===== config.mk =====
export PLATFORM = sky130hd
export DESIGN_NAME = keccak_byte_packer
export DESIGN_NICKNAME = d
export VERILOG_FILES = /design/src/rtl/keccak_byte_packer.sv
export SDC_FILE = /design/constraint.sdc
export NUM_CORES = 1
export LEC_CHECK = 0
export BUFFER_PORTS_ARGS = -buffer_cell sky130_fd_sc_hd__buf_2
export CORE_MARGIN = 2
export CORE_UTILIZATION = 40
export CTS_BUF_LIST = sky130_fd_sc_hd__clkbuf_2 sky130_fd_sc_hd__clkbuf_4 sky130_fd_sc_hd__clkbuf_8
export DETAILED_ROUTE_END_ITERATION = 12
export GPL_TIMING_DRIVEN = 0
export HOLD_SLACK_MARGIN = 0.05
export PLACE_DENSITY = 0.69
export SLEW_MARGIN = 20
export SYNTH_ARGS = -nofsm -noshare
export SYNTH_HDL_FRONTEND = slang
export SYNTH_SLANG_ARGS = --single-unit

===== constraint.sdc =====
create_clock -name clk -period 2.8 [get_ports clk]
set_clock_uncertainty 0.05 [all_clocks]
set_input_delay 0.56 -clock clk [delete_from_list [all_inputs] [get_ports clk]]
set_output_delay 0.56 -clock clk [all_outputs]
set_load 0.02 [all_outputs]

===== src/rtl/keccak_byte_packer.sv =====
// -----------------------------------------------------------------------------
// keccak_byte_packer
//
// Upstream feeder for the keccak core. Collects a valid/ready byte stream,
// packs it big-endian into 32-bit words (first byte of a word in [31:24]) and
// drives the core's k_in / k_in_ready / k_is_last / k_byte_num protocol.
// Before every message the core is held in reset for KRESET_CYCLES cycles. The
// packer then waits for k_out_ready, so each core run digests exactly one
// message.
//
// Parameters
//   KRESET_CYCLES  cycles k_reset is held high before each message (1..15)
//
// Ports
//   clk            system clock, all state on the rising edge
//   reset          synchronous active-low reset (0 = reset)
//   s_byte/s_valid/s_last/s_ready   input byte stream
//   k_reset        active-high reset to the core (also high while reset=0)
//   k_in           word to the core, first byte in [31:24]
//   k_in_ready     k_in valid; a word moves when k_in_ready & ~k_buffer_full
//   k_is_last      final word of the message
//   k_byte_num     valid bytes in the final word (0..3)
//   k_buffer_full  core cannot take a word this cycle
//   k_out_ready    core digest valid
//   busy           packer is not idle
//   msg_done       one-cycle pulse once the digest of a message is ready
//   msg_len        (KECCAK_PACKER_LEN_EN only) bytes accepted for the
//                  current message, saturating at 16'hFFFF
//
// Build option
//   KECCAK_PACKER_LEN_EN  when defined, adds the msg_len output and counter.
// -----------------------------------------------------------------------------
module keccak_byte_packer #(
    parameter int KRESET_CYCLES = 1
) (
    input  logic        clk,
    input  logic        reset,
    input  logic [7:0]  s_byte,
    input  logic        s_valid,
    input  logic        s_last,
    output logic        s_ready,
    output logic        k_reset,
    output logic [31:0] k_in,
    output logic        k_in_ready,
    output logic        k_is_last,
    output logic [1:0]  k_byte_num,
    input  logic        k_buffer_full,
    input  logic        k_out_ready,
    output logic        busy,
    output logic        msg_done
`ifdef KECCAK_PACKER_LEN_EN
    ,
    output logic [15:0] msg_len
`endif
);

    typedef enum logic [2:0] {
        ST_IDLE = 3'd0,
        ST_RST  = 3'd1,
        ST_FILL = 3'd2,
        ST_SEND = 3'd3,
        ST_TERM = 3'd4,
        ST_WAIT = 3'd5
    } state_e;

    // Last value of the core-reset cycle counter before moving on to FILL.
    localparam logic [3:0] RST_LAST = 4'(KRESET_CYCLES - 1);

    state_e      state_q, state_d;
    logic [1:0]  cnt_q, cnt_d;            // byte position inside current word
    logic [31:0] sr_q, sr_d;              // partially assembled word
    logic [31:0] k_in_q, k_in_d;
    logic        term_q, term_d;          // message ended on a word boundary
    logic        k_is_last_q, k_is_last_d;
    logic [1:0]  k_byte_num_q, k_byte_num_d;
    logic        k_in_ready_q, k_in_ready_d;
    logic        s_ready_q, s_ready_d;
    logic        k_rst_q, k_rst_d;
    logic        busy_q, busy_d;
    logic        msg_done_q, msg_done_d;
    logic [3:0]  rst_cnt_q, rst_cnt_d;
`ifdef KECCAK_PACKER_LEN_EN
    logic [15:0] len_q, len_d;
`endif

    logic        accept_s;                // byte handshake this cycle
    logic        xfer_s;                  // word handshake this cycle
    logic [31:0] word_s;                  // sr_q with the incoming byte merged

    assign accept_s = s_ready_q & s_valid;
    assign xfer_s   = k_in_ready_q & ~k_buffer_full;

    // Merge the incoming byte into its big-endian slot of the word under construction.
    always_comb begin
        word_s = sr_q;
        case (cnt_q)
            2'd0:    word_s[31:24] = s_byte;
            2'd1:    word_s[23:16] = s_byte;
            2'd2:    word_s[15:8]  = s_byte;
            2'd3:    word_s[7:0]   = s_byte;
            default: word_s        = sr_q;
        endcase
    end

    // Next-state and next-output computation for the packer FSM.
    always_comb begin
        state_d      = state_q;
        cnt_d        = cnt_q;
        sr_d         = sr_q;
        k_in_d       = k_in_q;
        term_d       = term_q;
        k_is_last_d  = k_is_last_q;
        k_byte_num_d = k_byte_num_q;
        rst_cnt_d    = rst_cnt_q;
        msg_done_d   = 1'b0;
`ifdef KECCAK_PACKER_LEN_EN
        len_d        = len_q;
`endif

        case (state_q)
            ST_IDLE: begin
                // The byte that wakes us up is not consumed; it is taken in FILL.
                if (s_valid) begin
                    state_d   = ST_RST;
                    rst_cnt_d = 4'd0;
                end else begin
                    state_d   = ST_IDLE;
                end
            end

            ST_RST: begin
                cnt_d        = 2'd0;
                sr_d         = 32'd0;
                term_d       = 1'b0;
                k_is_last_d  = 1'b0;
                k_byte_num_d = 2'd0;
`ifdef KECCAK_PACKER_LEN_EN
                len_d        = 16'd0;
`endif
                if (rst_cnt_q == RST_LAST) begin
                    state_d   = ST_FILL;
                    rst_cnt_d = 4'd0;
                end else begin
                    state_d   = ST_RST;
                    rst_cnt_d = rst_cnt_q + 4'd1;
                end
            end

            ST_FILL: begin
                if (accept_s) begin
`ifdef KECCAK_PACKER_LEN_EN
                    if (len_q != 16'hFFFF) begin
                        len_d = len_q + 16'd1;
                    end else begin
                        len_d = len_q;
                    end
`endif
                    if (cnt_q == 2'd3) begin
                        // Full word. If it is also the end of the message the
                        // core still needs an empty terminating word (TERM).
                        k_in_d       = word_s;
                        k_is_last_d  = 1'b0;
                        k_byte_num_d = 2'd0;
                        term_d       = s_last;
                        sr_d         = 32'd0;
                        cnt_d        = 2'd0;
                        state_d      = ST_SEND;
                    end else if (s_last) begin
                        // Short final word; low bytes are still zero in sr_q.
                        k_in_d       = word_s;
                        k_is_last_d  = 1'b1;
                        k_byte_num_d = cnt_q + 2'd1;
                        term_d       = 1'b0;
                        sr_d         = 32'd0;
                        cnt_d        = 2'd0;
                        state_d      = ST_SEND;
                    end else begin
                        sr_d    = word_s;
                        cnt_d   = cnt_q + 2'd1;
                        state_d = ST_FILL;
                    end
                end else begin
                    state_d = ST_FILL;
                end
            end

            ST_SEND: begin
                if (xfer_s) begin
                    if (term_q) begin
                        state_d      = ST_TERM;
                        k_in_d       = 32'd0;
                        k_is_last_d  = 1'b1;
                        k_byte_num_d = 2'd0;
                        term_d       = 1'b0;
                    end else if (k_is_last_q) begin
                        state_d      = ST_WAIT;
                        k_in_d       = 32'd0;
                        k_is_last_d  = 1'b0;
                        k_byte_num_d = 2'd0;
                    end else begin
                        state_d = ST_FILL;
                        cnt_d   = 2'd0;
                        sr_d    = 32'd0;
                    end
                end else begin
                    state_d = ST_SEND;
                end
            end

            ST_TERM: begin
                if (xfer_s) begin
                    state_d      = ST_WAIT;
                    k_is_last_d  = 1'b0;
                    k_byte_num_d = 2'd0;
                end else begin
                    state_d = ST_TERM;
                end
            end

            ST_WAIT: begin
                if (k_out_ready) begin
                    state_d    = ST_IDLE;
                    msg_done_d = 1'b1;
                end else begin
                    state_d = ST_WAIT;
                end
            end

            default: begin
                state_d = ST_IDLE;
            end
        endcase

        // Handshake outputs are decoded from the next state so they come
        // straight off flops and line up with the state they describe.
        s_ready_d    = (state_d == ST_FILL);
        k_in_ready_d = (state_d == ST_SEND) || (state_d == ST_TERM);
        k_rst_d      = (state_d == ST_RST);
        busy_d       = (state_d != ST_IDLE);
    end

    // State and output registers with synchronous active-low reset.
    always_ff @(posedge clk) begin
        if (!reset) begin
            state_q      <= ST_IDLE;
            cnt_q        <= 2'd0;
            sr_q         <= 32'd0;
            k_in_q       <= 32'd0;
            term_q       <= 1'b0;
            k_is_last_q  <= 1'b0;
            k_byte_num_q <= 2'd0;
            k_in_ready_q <= 1'b0;
            s_ready_q    <= 1'b0;
            k_rst_q      <= 1'b0;
            busy_q       <= 1'b0;
            msg_done_q   <= 1'b0;
            rst_cnt_q    <= 4'd0;
`ifdef KECCAK_PACKER_LEN_EN
            len_q        <= 16'd0;
`endif
        end else begin
            state_q      <= state_d;
            cnt_q        <= cnt_d;
            sr_q         <= sr_d;
            k_in_q       <= k_in_d;
            term_q       <= term_d;
            k_is_last_q  <= k_is_last_d;
            k_byte_num_q <= k_byte_num_d;
            k_in_ready_q <= k_in_ready_d;
            s_ready_q    <= s_ready_d;
            k_rst_q      <= k_rst_d;
            busy_q       <= busy_d;
            msg_done_q   <= msg_done_d;
            rst_cnt_q    <= rst_cnt_d;
`ifdef KECCAK_PACKER_LEN_EN
            len_q        <= len_d;
`endif
        end
    end

    // The core follows the packer's own reset directly so it never runs
    // while the packer is being reset.
    assign k_reset    = ~reset | k_rst_q;
    assign s_ready    = s_ready_q;
    assign k_in       = k_in_q;
    assign k_in_ready = k_in_ready_q;
    assign k_is_last  = k_is_last_q;
    assign k_byte_num = k_byte_num_q;
    assign busy       = busy_q;
    assign msg_done   = msg_done_q;
`ifdef KECCAK_PACKER_LEN_EN
    assign msg_len    = len_q;
`endif

endmodule


# Yosys cells after proc, flatten, opt, wreduce, memory -nomap -nowiden
# Index checks and enable logic that the tools add are counted.
[totals] reg_bits=82 elab_cells=115
[classes] n_reduce_logical=16 n_mux=59 n_bitwise=5 addsub=2 eq_ne=20
[op_table] operator="32-bit 2-to-1 mux" n=12
[op_table] operator="32-bit case mux with 3 select lines" n=1
[op_table] operator="32-bit case mux with 2 select lines" n=1
[op_table] operator="8-bit 2-to-1 mux" n=4
[op_table] operator="2-bit 2-to-1 mux" n=14
[op_table] operator="3-bit case mux with 6 select lines" n=1
[op_table] operator="3-bit 2-to-1 mux" n=5
[op_table] operator="5-bit AND reduction" n=3
[op_table] operator="1-bit 2-to-1 mux" n=14
[op_table] operator="3-bit by 2-bit == test with 1-bit output, second input constant" n=4
[op_table] operator="2-bit != test, second input constant" n=6
[op_table] operator="3-bit == test, second input constant" n=3
[op_table] operator="4-bit 2-to-1 mux" n=2
[op_table] operator="2-bit case mux with 4 select lines" n=1
[op_table] operator="4-bit case mux with 2 select lines" n=1
[op_table] operator="3-bit by 1-bit == test with 1-bit output, second input constant" n=2
[op_table] operator="3-bit != test, second input constant" n=2
[op_table] operator="2-bit case mux with 3 select lines" n=1
[op_table] operator="6-bit AND reduction" n=1
[op_table] operator="3-bit nonzero test" n=2
[op_table] operator="4-bit by 1-bit adder with 4-bit output, second input constant" n=1
[op_table] operator="2-bit == test, second input constant" n=2
[op_table] operator="4-bit zero test" n=1
[op_table] operator="1-bit case mux with 4 select lines" n=1
[op_table] operator="13 further kinds" n=17

# Depth between registers and ports, before layout
[depth] depth_word=6 mapped_depth=10 depth_no_buf=7

# Worst setup path before layout
# OpenSTA, ideal clock, no wires.
[synth_timing] path_kind="input -> register" startpoint="input port k_buffer_full" endpoint="register sr_q[21]" setup_time_ps=70 arrival_time_ps=1884 path_stages=7 required_ps=2680 setup_slack_ps=795 cell_sequence="nand2b_1 a22o_1 or2_1 buf_6 buf_6 or3_1 a21oi_1"
[synth_via] elab_chain_cells=4
[synth_lines] item="from (decl)" line_no="47" text="input logic k_buffer_full,"
[synth_lines] item="1-bit NOT" line_no="91" text="assign xfer_s = k_in_ready_q & ~k_buffer_full;"
[synth_lines] item="1-bit bitwise AND" line_no="91"
[synth_lines] item="2-bit != test (no source line)"
[synth_lines] item="5-bit AND reduction (no source line)"
[synth_lines] item="to (signal assigned)" line_no="264" text="sr_q <= sr_d;"
[synth_lines] item="to (decl)" line_no="71" text="logic [31:0] sr_q, sr_d;"
# No other way between the ends.
# A chain may end at the register's enable or synchronous reset.

# Final worst setup path
[layout_timing] startpoint="register cnt_q[0]" endpoint="register k_in_q[4], in the netlist k_in[4]"
[layout_via] elab_chain_cells=6 word_cells_on_any_way=8 classes_between="eq/ne (2); mux (5); reduce/logical (1)"
[layout_lines] item="from (decl)" line_no="70" text="logic [1:0] cnt_q, cnt_d;"
[layout_lines] item="from (signal assigned)" line_no="263" text="cnt_q <= cnt_d;"
[layout_lines] item="2-bit == test *" line_no="96, 158"
[layout_lines] item="8-bit 2-to-1 mux" line_no="96" text="case (cnt_q)"
[layout_lines] item="32-bit 2-to-1 mux" line_no="168" text="end else if (s_last) begin"
[layout_lines] item="32-bit 2-to-1 mux" line_no="158" text="if (cnt_q == 2'd3) begin"
[layout_lines] item="32-bit 2-to-1 mux" line_no="150" text="if (accept_s) begin"
[layout_lines] item="32-bit case mux with 2 select lines" line_no="120" text="case (state_q)"
[layout_lines] item="to (signal assigned)" line_no="265" text="k_in_q <= k_in_d;"
[layout_lines] item="to (decl)" line_no="72" text="logic [31:0] k_in_q, k_in_d;"
# Every way passes the cells marked *; elsewhere a longest branch is shown, timed or not. The select of a mux whose other input is x is not followed.

==> results.cfg <==
[critical_path]
slowest_stage = buf_1
critPathMaxStageDelay_ps = 460
crit_arrival_ps = 2770
worstPathMaxFanout = 10
path_cells = ha_1, nor2_1, nor3_1, o21ai_2, buf_1, buf_2, nand2_1, a21oi_1
critPathCaptureType = register
startpoint_type = register
crit_buf_inv = 2
cp_data_required_time_ps = 3040
path_class = register to register
crit_family = buffers and inverters

[sta]
slew_violations = 0
slew_headroom_pct = 50.7
rsz0062_at_grt = false
final_hold_viol_count = 0
worst-slew-pin-transition_ps = 739
tns_ps = 0
final_period_minus_worst_setup_slack_ps = 2530
max_freq_ghz = 0.395
setup_violations = 0
fin_crit_sh_pct = 90.5

[floorplanning]
boundaryPins = 54
rows = 35
die_y_um = 99.9
fp.dieArea_um2 = 9990
start_util_pct = 40.6
coreArea_um2 = 9060
die_w_um = 99.9

[route]
via_per_inst = 5.29
routedWlPerCell_um = 14.7
wl_um = 8930
dr_total_vias = 3222
drtPass1Iterations = 4
ant_nets = 0
drc = 0
drt_first_iter_violations = 152

[global_route]
grtUsageMet3_pct = 4.87
grt_max_degree = 17
grt_usage_pct = 18.4
grt.busiest_layer = met2
use_met1_pct = 23.4
use_met2_pct = 30.8
antenna_found_initial = 0
overflow = 0
grt_pass1_wl_um = 14400
grt_pass1_vias = 3011

[synthesis]
syn-cell-area_um2 = 3680
yosys_warnings = 0
synth.distinct_cells = 41
synth_top_flop_cell = dfxtp_1
ys_ff_latch = 82
avgSynthCellArea_um2 = 8.58
async_flop_share_pct = 0
synth_enable_flop_cells = 0
synthCells = 429
synth_fp_nets = 449
ys_seq_area_share_pct = 44.6

[cells_and_area]
mostFrequentLayoutCells = dfxtp_1, nand2_1, a21oi_1, buf_2, or3_1
antenna_cells = 0
drive_gt1_share_pct = 17.7
fin_util_pct = 47.4
area_delta_synth_final_pct = 16.7
fin_nets = 513
final_common_cell = dfxtp_1

[placement]
gp_congestion = 0.826
place.port_buffers = 53
dp_hpwl_um = 6380

[clocking]
htree_levels = 3
cts.reportedPaths.clkPinSlew_ps = 90
cts.root.buffer_cell = clkbuf_8
cts_setup_buffers = 0
clockBufferDepth = 2
cts_buffers = 9
cts_tree = done
cts.sinks = 82
clkLatencyLatePin_ps = 370
hold_buffers = 0

[pwr]
ir_drop_mv = 0.400
powerDensity_nw_per_um2 = 556
leakagePower_nw = 1.61
total_power_mw = 2.39

[run]
maxCapViolCount = 0

[min_path]
hold_path_class = register to register

[outcome]
status = complete, no violations
[cell type report]
class / count / area [µm²]
Buffer: 34 / 180
Clock buffer: 9 / 124
Clock inverter: 7 / 83.8
Fill cell: 911 / 4770
Inverter: 7 / 26.3
Multi-Input combinational cell: 306 / 1840
Sequential cell: 82 / 1640
Tap cell: 111 / 139
Timing Repair Buffer: 53 / 265
[Yosys cell counts, types with 2 or more instances]
cell type	n	area (µm²)
a31oi_1	4	25.0
nor3b_1	4	30.0
nand2_1	70	263
mux2i_1	37	370
buf_6	6	67.6
clkbuf_1	18	67.6
ha_1	6	75.1
dfxtp_1	82	1640
o21ai_0	6	30.0
or3_1	57	357
and2_1	8	50.1
o21a_1	2	15.0
nor2b_1	2	12.5
nand3_1	6	30.0
buf_2	6	30.0
nand2b_1	4	25.0
a21oi_1	63	315
buf_1	4	15.0
nor2_1	15	56.3
inv_1	7	26.3
nand4_1	2	12.5
[timing repair]
action                                 4_1_cts  5_1_grt
endpoints found under the hold margin        0        0
setup endpoints to repair                    0       30
gates resized for setup                      0        2
[sequential cells by signal (all words and copies together) (netlist names)]
signal	cells
k_in	32
sr_q	32
rst_cnt_q	4
state_q	3
cnt_q	2
k_byte_num	2
busy	1
k_in_ready	1
k_is_last	1
k_rst_q	1
msg_done	1
s_ready	1
term_q	1
[stage by stage]
step,cell area [µm²],hold slack [ps],setup WS [ps],instances
4_1_cts,4290,387,22.0,609
2_1_floorplan,3680,379,795,429
5_1_grt,4300,409,20.6,609
6_report,4300,400,267,609
3_5_place_dp,4090,390,22.2,593
3_3_place_gp,4090,387,146,593
[per-layer routing]
| metal | wire, µm | share of wire, % |
|---|---|---|
| met4 | 154 | 1.7 |
| met5 | 0 | 0 |
| met3 | 418 | 4.7 |
| met1 | 4130 | 46 |
| met2 | 4220 | 47 |
[kinds of logic (layout without fill, tap and decap cells)]
kind of cell / Yosys count / after routing / share of synthesized area [%]
and+or+nand+nor: 177 / 177 / 24.6
AOI/OAI and AO/OA: 86 / 86 / 13.1
DFF: 82 / 82 / 44.6
buffers and inverters: 41 / 110 / 5.61
muxes: 37 / 37 / 10.1
adders and majority gates: 6 / 6 / 2.04
[worst reg2reg max path, stage by stage, from the launching register on]
cell     delay [ps]
dfxtp_1         380
ha_1            270
nor2_1          270
nor3_1          130
o21ai_2         400
buf_1           460
buf_2           290
nand2_1          70
a21oi_1         130
[power by group]
group | total (mW) | leakage [nW] | switching, mW | internal [mW]
Sequential | 1.19 | 0.661 | 0.00726 | 1.18
Combinational | 0.299 | 0.846 | 0.197 | 0.102
Clock | 0.905 | 0.102 | 0.477 | 0.427
[path summary, 6_finish.rpt]
check | from | end | slack [ps] | cells after the start
worst max-delay path | cnt_q[0] | k_in[4] | 270 | 8
worst min-delay path | k_in[25] | k_in[25] | 400 | 2
worst max register to register | cnt_q[0] | k_in[4] | 270 | 8
worst min register to register | k_in[25] | k_in[25] | 400 | 2
Note: power is estimated with default switching activity, not from simulation.
